**src/rtl/mips_pkg.sv**
```systemverilog
// rtl/mips_pkg.sv - opcode/funct encodings and multiply/divide state type
// Purpose: shared decode constants and the muldiv FSM state enum for the execute stage.
// Ports: none (package).
package mips_pkg;

   // Primary opcodes
   localparam logic [5:0] OP_SPECIAL = 6'h00;
   localparam logic [5:0] OP_J       = 6'h02;
   localparam logic [5:0] OP_JAL     = 6'h03;
   localparam logic [5:0] OP_BEQ     = 6'h04;
   localparam logic [5:0] OP_BNE     = 6'h05;
   localparam logic [5:0] OP_ADDIU   = 6'h09;
   localparam logic [5:0] OP_SLTI    = 6'h0A;
   localparam logic [5:0] OP_SLTIU   = 6'h0B;
   localparam logic [5:0] OP_ANDI    = 6'h0C;
   localparam logic [5:0] OP_ORI     = 6'h0D;
   localparam logic [5:0] OP_XORI    = 6'h0E;
   localparam logic [5:0] OP_LUI     = 6'h0F;
   localparam logic [5:0] OP_LB      = 6'h20;
   localparam logic [5:0] OP_LH      = 6'h21;
   localparam logic [5:0] OP_LW      = 6'h23;
   localparam logic [5:0] OP_LBU     = 6'h24;
   localparam logic [5:0] OP_LHU     = 6'h25;
   localparam logic [5:0] OP_SB      = 6'h28;
   localparam logic [5:0] OP_SH      = 6'h29;
   localparam logic [5:0] OP_SW      = 6'h2B;

   // SPECIAL funct codes
   localparam logic [5:0] FN_SLL   = 6'h00;
   localparam logic [5:0] FN_SRL   = 6'h02;
   localparam logic [5:0] FN_SRA   = 6'h03;
   localparam logic [5:0] FN_JR    = 6'h08;
   localparam logic [5:0] FN_MFHI  = 6'h10;
   localparam logic [5:0] FN_MFLO  = 6'h12;
   localparam logic [5:0] FN_MULT  = 6'h18;
   localparam logic [5:0] FN_MULTU = 6'h19;
   localparam logic [5:0] FN_DIV   = 6'h1A;
   localparam logic [5:0] FN_DIVU  = 6'h1B;
   localparam logic [5:0] FN_ADDU  = 6'h21;
   localparam logic [5:0] FN_SUBU  = 6'h23;
   localparam logic [5:0] FN_AND   = 6'h24;
   localparam logic [5:0] FN_OR    = 6'h25;
   localparam logic [5:0] FN_XOR   = 6'h26;
   localparam logic [5:0] FN_NOR   = 6'h27;
   localparam logic [5:0] FN_SLT   = 6'h2A;
   localparam logic [5:0] FN_SLTU  = 6'h2B;

   typedef enum logic [1:0] {
      MD_IDLE = 2'd0,
      MD_BUSY = 2'd1,
      MD_DONE = 2'd2
   } md_state_e;

endpackage

```
**src/rtl/muldiv_unit.sv**
```systemverilog
// rtl/muldiv_unit.sv - iterative shift-add multiplier / restoring divider holding HI/LO
// Purpose: one bit per cycle MULT(U)/DIV(U); signed ops run on magnitudes, sign fixed in DONE.
// Build option: EXECUTE_MULDIV_EN enables the unit; otherwise outputs are tied to 0.
// Ports: clk_i, rst_ni (async active-low), en_i (freeze when 0), start_i (accepted op),
//        is_div_i, is_signed_i, op_a_i/op_b_i (rs/rt operands),
//        busy_o (iterating), pending_o (not idle), hi_o/lo_o (HI/LO registers).
module muldiv_unit
   import mips_pkg::*;
#(
   parameter int W          = 32,
   parameter int MULDIV_CYC = 32
) (
   input  logic         clk_i,
   input  logic         rst_ni,
   input  logic         en_i,
   input  logic         start_i,
   input  logic         is_div_i,
   input  logic         is_signed_i,
   input  logic [W-1:0] op_a_i,
   input  logic [W-1:0] op_b_i,
   output logic         busy_o,
   output logic         pending_o,
   output logic [W-1:0] hi_o,
   output logic [W-1:0] lo_o
);
   localparam int CNT_W = (MULDIV_CYC > 1) ? $clog2(MULDIV_CYC) : 1;

`ifdef EXECUTE_MULDIV_EN
   md_state_e        state_q, state_d;
   logic [CNT_W-1:0] count_q;
   logic [2*W-1:0]   acc_q, acc_step, prod_fix;
   logic [W-1:0]     opb_q, dividend_q, hi_q, lo_q;
   logic [W-1:0]     mag_a, mag_b, quo_fix, rem_fix;
   logic             is_div_q, neg_res_q, neg_rem_q, div0_q;
   logic             last;
   logic [W:0]       add_sum;
   logic [W+1:0]     trial;

   assign mag_a = (is_signed_i && op_a_i[W-1]) ? -op_a_i : op_a_i;
   assign mag_b = (is_signed_i && op_b_i[W-1]) ? -op_b_i : op_b_i;
   assign last  = (count_q == CNT_W'(MULDIV_CYC - 1));

   always_ff @(posedge clk_i or negedge rst_ni) begin
      if (!rst_ni)   state_q <= MD_IDLE;
      else if (en_i) state_q <= state_d;
   end

   always_comb begin
      state_d = state_q;
      case (state_q)
         MD_IDLE: if (start_i) state_d = MD_BUSY;
         MD_BUSY: if (last)    state_d = MD_DONE;
         MD_DONE:              state_d = MD_IDLE;
         default:              state_d = MD_IDLE;
      endcase
   end

   always_comb begin
      busy_o    = (state_q == MD_BUSY);
      pending_o = (state_q != MD_IDLE);
   end

   // acc holds {HI-part, LO-part}: product shifts right, dividend/quotient shifts left.
   always_comb begin
      add_sum  = {1'b0, acc_q[2*W-1:W]} + (acc_q[0] ? {1'b0, opb_q} : '0);
      trial    = {1'b0, acc_q[2*W-1:W-1]} - {2'b0, opb_q};
      if (is_div_q)
         acc_step = trial[W+1] ? {acc_q[2*W-2:0], 1'b0}
                               : {trial[W-1:0], acc_q[W-2:0], 1'b1};
      else
         acc_step = {add_sum, acc_q[W-1:1]};
      prod_fix = neg_res_q ? -acc_q : acc_q;
      quo_fix  = neg_res_q ? -acc_q[W-1:0] : acc_q[W-1:0];
      rem_fix  = neg_rem_q ? -acc_q[2*W-1:W] : acc_q[2*W-1:W];
   end

   always_ff @(posedge clk_i or negedge rst_ni) begin
      if (!rst_ni) begin
         count_q    <= '0;
         acc_q      <= '0;
         opb_q      <= '0;
         dividend_q <= '0;
         is_div_q   <= 1'b0;
         neg_res_q  <= 1'b0;
         neg_rem_q  <= 1'b0;
         div0_q     <= 1'b0;
         hi_q       <= '0;
         lo_q       <= '0;
      end else if (en_i) begin
         case (state_q)
            MD_IDLE: if (start_i) begin
               count_q    <= '0;
               acc_q      <= {{W{1'b0}}, mag_a};
               opb_q      <= mag_b;
               dividend_q <= op_a_i;
               is_div_q   <= is_div_i;
               neg_res_q  <= is_signed_i & (op_a_i[W-1] ^ op_b_i[W-1]);
               neg_rem_q  <= is_signed_i & op_a_i[W-1];
               div0_q     <= (op_b_i == '0);
            end
            MD_BUSY: begin
               count_q <= count_q + CNT_W'(1);
               acc_q   <= acc_step;
            end
            MD_DONE: begin
               if (!is_div_q) begin
                  hi_q <= prod_fix[2*W-1:W];
                  lo_q <= prod_fix[W-1:0];
               end else if (div0_q) begin
                  // Divide by zero is defined, not trapped.
                  hi_q <= dividend_q;
                  lo_q <= '1;
               end else begin
                  hi_q <= rem_fix;
                  lo_q <= quo_fix;
               end
            end
            default: ;
         endcase
      end
   end

   assign hi_o = hi_q;
   assign lo_o = lo_q;
`else
   logic             unused_inputs;
   logic [CNT_W-1:0] unused_cnt;
   assign unused_inputs = ^{clk_i, rst_ni, en_i, start_i, is_div_i, is_signed_i, op_a_i, op_b_i};
   assign unused_cnt    = CNT_W'(MULDIV_CYC - 1);
   assign busy_o        = 1'b0;
   assign pending_o     = 1'b0;
   assign hi_o          = '0;
   assign lo_o          = '0;
`endif

endmodule

```
**src/rtl/execute_stage.sv**
```systemverilog
// rtl/execute_stage.sv - execute stage: ALU, branch resolution, result register, stall logic
// Purpose: consumes decoded fields and operands, registers one result per accepted instruction.
// Build option: EXECUTE_MULDIV_EN enables MULT/DIV, HI/LO and the muldiv hazard stall.
// Ports: clock, reset_n (async active-low), enable_execute, valid_in, pc, opcode, func, rs, rt,
//        rd, sa, imm, target, rs_data, rt_data, stall_in -> stall_out, valid_out, alu_result,
//        dest_reg, reg_write, branch_taken, branch_target, muldiv_busy.
module execute_stage
   import mips_pkg::*;
#(
   parameter int         DATA_W     = 32,
   parameter int         MULDIV_CYC = 32,
   parameter logic [4:0] LINK_REG   = 5'd31
) (
   input  logic              clock,
   input  logic              reset_n,
   input  logic              enable_execute,
   input  logic              valid_in,
   input  logic [DATA_W-1:0] pc,
   input  logic [5:0]        opcode,
   input  logic [5:0]        func,
   input  logic [4:0]        rs,
   input  logic [4:0]        rt,
   input  logic [4:0]        rd,
   input  logic [4:0]        sa,
   input  logic [15:0]       imm,
   input  logic [25:0]       target,
   input  logic [DATA_W-1:0] rs_data,
   input  logic [DATA_W-1:0] rt_data,
   input  logic              stall_in,
   output logic              stall_out,
   output logic              valid_out,
   output logic [DATA_W-1:0] alu_result,
   output logic [4:0]        dest_reg,
   output logic              reg_write,
   output logic              branch_taken,
   output logic [DATA_W-1:0] branch_target,
   output logic              muldiv_busy
);
   logic [DATA_W-1:0] sext_imm, zext_imm, pc_plus4, hi_val, lo_val;
   logic [DATA_W-1:0] result_d, target_d, result_q, target_q;
   logic [4:0]        dest_d, dest_q;
   logic              wr_d, br_d, md_start_d, wr_q, br_q, valid_q;
   logic              md_pending, md_op, accept;
   logic              unused_rs;

   assign unused_rs = ^rs;
   assign sext_imm  = {{(DATA_W-16){imm[15]}}, imm};
   assign zext_imm  = {{(DATA_W-16){1'b0}}, imm};
   assign pc_plus4  = pc + DATA_W'(4);

   // Ops that touch HI/LO must wait until the unit is fully idle (including DONE).
   assign md_op     = (opcode == OP_SPECIAL) &&
                      (func inside {FN_MFHI, FN_MFLO, FN_MULT, FN_MULTU, FN_DIV, FN_DIVU});
   assign stall_out = stall_in | (valid_in & md_op & md_pending);
   assign accept    = valid_in & enable_execute & ~stall_out;

   always_comb begin
      result_d   = '0;
      target_d   = '0;
      dest_d     = rd;
      wr_d       = 1'b0;
      br_d       = 1'b0;
      md_start_d = 1'b0;
      case (opcode)
         OP_SPECIAL: begin
            wr_d = 1'b1;
            case (func)
               FN_SLL:  result_d = rt_data << sa;
               FN_SRL:  result_d = rt_data >> sa;
               FN_SRA:  result_d = $signed(rt_data) >>> sa;
               FN_ADDU: result_d = rs_data + rt_data;
               FN_SUBU: result_d = rs_data - rt_data;
               FN_AND:  result_d = rs_data & rt_data;
               FN_OR:   result_d = rs_data | rt_data;
               FN_XOR:  result_d = rs_data ^ rt_data;
               FN_NOR:  result_d = ~(rs_data | rt_data);
               FN_SLT:  result_d = {{(DATA_W-1){1'b0}}, ($signed(rs_data) < $signed(rt_data))};
               FN_SLTU: result_d = {{(DATA_W-1){1'b0}}, (rs_data < rt_data)};
               FN_MFHI: result_d = hi_val;
               FN_MFLO: result_d = lo_val;
               FN_JR: begin
                  wr_d     = 1'b0;
                  br_d     = 1'b1;
                  target_d = rs_data;
               end
               FN_MULT, FN_MULTU, FN_DIV, FN_DIVU: begin
                  wr_d       = 1'b0;
                  md_start_d = 1'b1;
               end
               default: wr_d = 1'b0;
            endcase
         end
         OP_J, OP_JAL: begin
            br_d     = 1'b1;
            target_d = {pc_plus4[DATA_W-1:DATA_W-4], target, 2'b00};
            if (opcode == OP_JAL) begin
               result_d = pc_plus4 + DATA_W'(4);
               dest_d   = LINK_REG;
               wr_d     = 1'b1;
            end
         end
         OP_BEQ, OP_BNE: begin
            target_d = pc_plus4 + (sext_imm << 2);
            br_d     = (rs_data == rt_data) ^ (opcode == OP_BNE);
         end
         OP_ADDIU, OP_SLTI, OP_SLTIU, OP_ANDI, OP_ORI, OP_XORI, OP_LUI,
         OP_LB, OP_LH, OP_LW, OP_LBU, OP_LHU, OP_SB, OP_SH, OP_SW: begin
            dest_d = rt;
            wr_d   = 1'b1;
            case (opcode)
               OP_SLTI:  result_d = {{(DATA_W-1){1'b0}}, ($signed(rs_data) < $signed(sext_imm))};
               OP_SLTIU: result_d = {{(DATA_W-1){1'b0}}, (rs_data < sext_imm)};
               OP_ANDI:  result_d = rs_data & zext_imm;
               OP_ORI:   result_d = rs_data | zext_imm;
               OP_XORI:  result_d = rs_data ^ zext_imm;
               OP_LUI:   result_d = {imm, {(DATA_W-16){1'b0}}};
               OP_SB, OP_SH, OP_SW: begin
                  result_d = rs_data + sext_imm;
                  wr_d     = 1'b0;
               end
               default:  result_d = rs_data + sext_imm;
            endcase
         end
         default: ;
      endcase
      if (dest_d == 5'd0) wr_d = 1'b0;
   end

   muldiv_unit #(
      .W          (DATA_W),
      .MULDIV_CYC (MULDIV_CYC)
   ) u_muldiv (
      .clk_i       (clock),
      .rst_ni      (reset_n),
      .en_i        (enable_execute),
      .start_i     (accept & md_start_d),
      .is_div_i    (func[1]),
      .is_signed_i (~func[0]),
      .op_a_i      (rs_data),
      .op_b_i      (rt_data),
      .busy_o      (muldiv_busy),
      .pending_o   (md_pending),
      .hi_o        (hi_val),
      .lo_o        (lo_val)
   );

   always_ff @(posedge clock or negedge reset_n) begin
      if (!reset_n) begin
         valid_q  <= 1'b0;
         result_q <= '0;
         dest_q   <= '0;
         wr_q     <= 1'b0;
         br_q     <= 1'b0;
         target_q <= '0;
      end else if (enable_execute && !stall_in) begin
         valid_q <= accept;
         if (accept) begin
            result_q <= result_d;
            dest_q   <= dest_d;
            wr_q     <= wr_d;
            br_q     <= br_d;
            target_q <= target_d;
         end else begin
            // Bubble: side-effect flags must not repeat.
            wr_q <= 1'b0;
            br_q <= 1'b0;
         end
      end
   end

   assign valid_out     = valid_q;
   assign alu_result    = result_q;
   assign dest_reg      = dest_q;
   assign reg_write     = wr_q;
   assign branch_taken  = br_q;
   assign branch_target = target_q;

endmodule

```
**config.mk**
```make
export PLATFORM = sky130hd
export DESIGN_NAME = execute_stage
export DESIGN_NICKNAME = d
export VERILOG_FILES = /design/src/rtl/mips_pkg.sv /design/src/rtl/muldiv_unit.sv /design/src/rtl/execute_stage.sv
export SDC_FILE = /design/constraint.sdc
export NUM_CORES = 1
export LEC_CHECK = 0
export ABC_AREA = 0
export BUFFER_PORTS_ARGS = -buffer_cell sky130_fd_sc_hd__buf_4
export CORE_ASPECT_RATIO = 1.75
export CORE_MARGIN = 4
export CORE_UTILIZATION = 45
export CTS_CLUSTER_SIZE = 28
export DETAILED_ROUTE_END_ITERATION = 10
export PLACE_DENSITY = 0.65
export REMOVE_ABC_BUFFERS = 1
export SLEW_MARGIN = 10
export SYNTH_ARGS = -nofsm -noshare
export SYNTH_HDL_FRONTEND = slang
export SYNTH_SLANG_ARGS = --single-unit
```
**constraint.sdc**
```tcl
create_clock -name clock -period 3.6 [get_ports clock]
set_clock_uncertainty 0.1 [all_clocks]
set_input_delay 0.18 -clock clock [delete_from_list [all_inputs] [get_ports clock]]
set_output_delay 0.18 -clock clock [all_outputs]
set_load 0.03 [all_outputs]
```
Word level (Yosys, flattened, before mapping)
Index checks and enable logic that the tools add are counted.
{"block": "op_classes", "order_cmp": 4, "eq_ne": 33, "reduce_logical": 11, "muxes": 17, "add_sub_neg": 6, "n_shift": 3, "n_bitwise": 11}
{"cell": "one-hot mux 32 bit (11 select lines)", "count": 1}
{"cell": "one-hot mux 32 bit (3 select lines)", "count": 2}
{"cell": "one-hot mux 32 bit (6 select lines)", "count": 1}
{"cell": "adder 32 bit", "count": 3}
{"cell": "equality test 6 bit, second input constant", "count": 16}
{"cell": "less-than comparator 32 bit", "count": 3}
{"cell": "adder 32 x 3 -> 32 bit, second input constant", "count": 2}
{"cell": "2-to-1 mux 32 bit", "count": 2}
{"cell": "equality test 6 x 4 -> 1 bit, second input constant", "count": 8}
{"cell": "bitwise AND 32 x 16 -> 32 bit", "count": 1}
{"cell": "bitwise AND 32 bit", "count": 1}
{"cell": "equality test 32 bit", "count": 1}
{"cell": "less-than comparator 32 x 16 -> 1 bit", "count": 1}
{"cell": "NOT 32 bit", "count": 1}
{"cell": "OR 32 x 16 -> 32 bit", "count": 1}
{"cell": "OR 32 bit", "count": 1}
{"cell": "left shift 32 x 5 -> 32 bit", "count": 1}
{"cell": "right shift 32 x 5 -> 32 bit", "count": 1}
{"cell": ">>> shifter 32 x 5 -> 32 bit", "count": 1}
{"cell": "subtractor 32 bit", "count": 1}
{"cell": "bitwise XOR 32 x 16 -> 32 bit", "count": 1}
{"cell": "bitwise XOR 32 bit", "count": 1}
{"cell": "equality test 6 x 2 -> 1 bit, second input constant", "count": 4}
{"cell": "OR reduction 15 bit", "count": 1}
{"cell": "17 further kinds", "count": 29}
{"block": "totals", "input_bits": 175, "wordCells": 91, "output_inout_bits": 74, "regBits": 72}

Depth between registers and ports, before layout
{"block": "logic_depth", "depth_word": 6, "mapped_depth": 19, "mapped_depth_nobuf": 17}

Hierarchy
A second synthesis with hierarchy kept.
{"block": "hier_totals", "cells_unflattened": 2766, "area_unflattened_um2": 20104.3}
{"mod": "execute_stage", "seq_area_each_um2": 1801.7, "cells_per_inst": 2699, "n_inst": 1, "area_each_um2": 19605.1}
{"mod": "muldiv_unit", "seq_area_each_um2": 0.0, "cells_per_inst": 67, "n_inst": 1, "area_each_um2": 499.2}

Worst setup path after synthesis
No wires, ideal clock.
{"block": "synth_path", "path_kind": "in2reg", "start": "input pc[3]", "end": "register target_q[31] (netlist: branch_target[31])", "path_stages": 17, "setup_ps": 145, "slack_ps": -190, "n_path_buf": 2, "required_ps": 3355, "arrival_time_ps": 3544, "path_cell_list": "ha_1 > and4_1 > buf_6 > nand3_4 > or2_1 > clkbuf_1 > xnor2_1 > inv_1 > ha_1 > and3_1 > a221o_1 > nand2_1 > o31ai_1 > o41a_1 > a311oi_1 > xnor2_1 > o221ai_1"}
{"block": "synth_via", "elab_chain_len": 3}
{"element": "start, declared", "line_no": "execute_stage.sv:18", "source": "input logic [DATA_W-1:0] pc,"}
{"element": "adder 32 x 3 -> 32 bit (*)", "line_no": "execute_stage.sv:49", "source": "assign pc_plus4 = pc + DATA_W'(4);"}
{"element": "adder 32 bit", "line_no": "execute_stage.sv:103", "source": "target_d = pc_plus4 + (sext_imm << 2);"}
{"element": "one-hot mux 32 bit (3 select lines) (*)", "line_no": "execute_stage.sv:64", "source": "case (opcode)"}
{"element": "end signal, assigned", "line_no": "execute_stage.sv:162", "source": "target_q <= target_d;"}
{"element": "end, declared", "line_no": "execute_stage.sv:40", "source": "logic [DATA_W-1:0] result_d, target_d, result_q, target_q;"}
Mark *: on every way between the ends. The rest lies on a longest branch, timed or not.
A chain may end at the register's enable or synchronous reset.

Worst setup path after layout
{"block": "layout_path", "start": "input rs_data[4]", "end": "register result_q[27] (netlist: alu_result[27])"}
{"block": "layout_via", "elab_chain_len": 3, "word_cells_on_any_way": 6, "cone_classes": "add/sub: 3; mux: 3"}
{"element": "start, declared", "line_no": "execute_stage.sv:27", "source": "input logic [DATA_W-1:0] rs_data,"}
{"element": "subtractor 32 bit, or another cell as far along", "line_no": "execute_stage.sv:72", "source": "FN_SUBU: result_d = rs_data - rt_data;"}
{"element": "one-hot mux 32 bit (11 select lines) / one-hot mux 32 bit (6 select lines) (equally long branches)", "line_no": "execute_stage.sv:67, execute_stage.sv:110"}
{"element": "one-hot mux 32 bit (3 select lines) (*)", "line_no": "execute_stage.sv:64"}
{"element": "end signal, assigned", "line_no": "execute_stage.sv:158", "source": "result_q <= result_d;"}
{"element": "end, declared", "line_no": "execute_stage.sv:40"}
Marks and branches as above.

==> impl_results.md <==
- Drt drc: 0
- Final Hold Vio Count: 0
- Initial core utilization: 45.81%
- Leading cell type in the layout, fill and taps excluded: buf_4
- CP delay by family, top: compound AO/OA/AOI/OAI gates
- Synth Cell Area: 0.01918 mm2
- Buf/Inv on CP: 7
- Startpoint Class: input port
- Remaining antenna violation count: 0
- Async SR Flop Fraction: 100.0%
- Vias in the first global route: 24.62k
- Combinational share of power: 64.9%
- CP cell instances: buf_4 > inv_1 > buf_4 > ha_1 > buf_4 > nor2_1 > o221ai_1 > a211oi_1 > buf_4 > o21ai_0 > buf_4 > a311oi_1 > o21ai_1 > o21ai_0 > a21oi_1 > o41ai_1 > buf_4 > a31oi_1
- Worst-path clk slew: 0.06 ns
- Syn_area_per_cell: 7.173 um2
- Switching Power: 2.614 mW
- Worst endpoint required time: 3.74 ns
- GPL Wtd Cong: 1.122
- Final wirelength: 103600 um
- Worst path max stage delay: 0.43 ns
- Cell-internal power: 2.991 mW
- Chip Width: 164.1 um
- FF+latch count, synth: 72
- Final period util: 96.16%
- Cell Pwr Density: 223.6 mW/mm2
- Htree depth: 3
- Via count: 24.72k
- Synth warnings: 0
- GR Overflow Total: 0
- Critical Path Stages: 18
- Most used DFF post-synth: dfrtp_1
- Final setup violation count: 0
- Critical path class: in2reg
- Top cell by count, worst path: buf_4
- Post-Route Hold Slack: 0.01992 ns
- Largest net degree at the start of global routing: 93
- Filler cell count: 4049
- Final nets: 3628
- Post-DP HPWL: 83260 um
- Core Area: 0.04187 mm2
- Flip-flop and latch area: 0.001802 mm2
- Minimum clock period: 3.462 ns
- Full die area: 0.04612 mm2
- Clock Root Buffer: clkbuf_16
- Crit-path max FO: 6
- Switching Fraction: 46.63%
- Area delta synth->final: 30.66%
- Slew headroom: 24.19%
- Commonest non-fill, non-tap cells in the layout: buf_4 (712), nor2_1 (275), o21ai_0 (244), ha_1 (222), a21oi_1 (221)
- Yosys top cell by area: ha_1
- Worst-Margin Slew: 1.132 ns
- # IOs: 249
- Drt via density: 6.530
- Global-route wire length before repair: 151400 um
- Clock Path Buffers: 2
- I/O Buffers: 242
- DR WL/cell: 27.35 um
- CTS buffer count: 9
- Pre-antenna DRT Iters: 6
- CTS tree: done
- DIE HEIGHT: 281.1 um
- CP Capture Type: flip-flop
- CP max-delay cell: o41ai_1
- Worst r2r path cells: 7
- Yosys cell types: 97
- Initial drt markers: 2777
- Post-synth top area share: 14.68%
- Post-route setup slack: 0.1382 ns
- Fin. max-slew vios: 0
- Antenna violations before repair: 3
- Overall routing resource usage: 43.29%
- Setup slack at placement: -0.4535 ns
- Top post-synthesis cells by area: ha_1 (15%), dfrtp_1 (9.4%), o21ai_0 (6.4%)
- Mapped Cells: 2674
- Share of cells above drive strength 1: 26.45%
- Reg power frac: 16.6%
- Hold path cells: 3
- EDFF count, synth: 0
- Worst-Skew Late Latency: 0.35 ns
- Min-delay worst type: in2reg
- Row Count: 99
- Seq/Total Area, Yosys: 9.394%
- Worst Path Arrival: 3.60 ns
- Multi-input logic area: 0.01606 mm2
- Max-cap violation count: 0
- Power share of the clock group: 18.5%
- Max Clk Rate: 288.9 MHz
- Max rail drop VDD: 0.0003468 V
- Status: completed
- P_leak: 11.51 nW
- Clock Sinks: 72
-- metal layers --
metal / routed length (um) / track usage, % / part of all wire, %
met4: 11880 / 39.24 / 11
met3: 8385 / 8.745 / 8.1
met1: 34890 / 45.12 / 34
met5: 0 / 0 / 0
met2: 48400 / 72.27 / 47
-- final timing paths --
kind,startpoint,end,slack (ns)
setup / recovery,rs_data[4],alu_result[27],0.14
hold / removal,target[12],branch_target[14],0.02
min in group asynchronous,reset_n,branch_target[26],0.28
hold reg to reg,valid_out,valid_out,0.38
setup reg to reg,alu_result[0],alu_result[0],1.63
max in group asynchronous,reset_n,alu_result[1],2.19
-- cells in the mapped netlist, drive strengths merged, types with 14 or more instances --
cell type	number
nand4	19
nor2	278
o21a	19
buf	57
inv	172
nor2b	22
o211ai	42
a211oi	56
mux4	48
a22oi	23
nand3	47
nand2	221
xnor2	79
or3	17
a221oi	42
nor3	80
ha	225
a21o	31
a21oi	224
o22ai	20
nor4	21
dfrtp	72
mux2	15
mux2i	76
and3	17
o31ai	31
o21ai	251
clkbuf	126
o21bai	25
a31oi	38
nand2b	26
or4	14
o221ai	19
xor2	22
-- worst min-delay path, cell delays in order --
cell and delay [ns]:
buf_4 0.08, a221oi_1 0.06, o21ai_0 0.13
-- logic make-up after synthesis --
logic type                 after synthesis  share of synthesized area, %
AOI/OAI and AO/OA                      951                         32.31
xor gates and xnor gates               101                         4.612
adders and majority gates              229                         15.10
buffers and inverters                  355                         7.437
DFF                                     72                         9.394
muxes                                  139                         10.48
other                                    1                       0.01955
and+or+nand+nor                        826                         20.65
-- power by group through the flow --
stage	sequential (mW)	clock, mW	combinational, mW
floorplan	1.04	0	1.62
global placement	0.945	0	3.42
detailed placement	0.945	0	3.46
CTS	0.930	1.05	3.48
global route	0.937	1.08	3.85
finish	0.933	1.04	3.64
-- timing repair --
action | CTS | global route
pin swaps | 0 | 8
setup endpoints to repair | 5 | 12
setup buffers | 0 | 2
hold endpoints to repair | 41 | 0
gates resized for setup | 2 | 23
hold buffers | 1 | 0
-- through the flow --
step | cell area [um2] | setup TNS (ns) | instances | total power [mW] | util, %
floorplan | 18400 | -1.284 | 2491 | 2.661 | -
global placement | 24600 | -3.063 | 3765 | 4.368 | 58.77
detailed placement | 24600 | -4.606 | 3765 | 4.408 | 58.77
CTS | 24940 | 0 | 3782 | 5.466 | 59.58
global route | 25060 | -0.08400 | 3784 | 5.867 | 59.84
finish | 25060 | 0 | 3786 | 5.604 | 59.86
-- cell type report --
class,instances,share of cell area (%)
Tap cell,555,2.771
Clock inverter,5,0.3195
Sequential cell,72,7.190
Multi-Input combinational cell,2247,64.09
Inverter,172,2.576
Timing Repair Buffer,722,22.07
Clock buffer,11,0.9686
Antenna cell,2,0.01997
No activity file was read; power rests on OpenSTA's default activity.
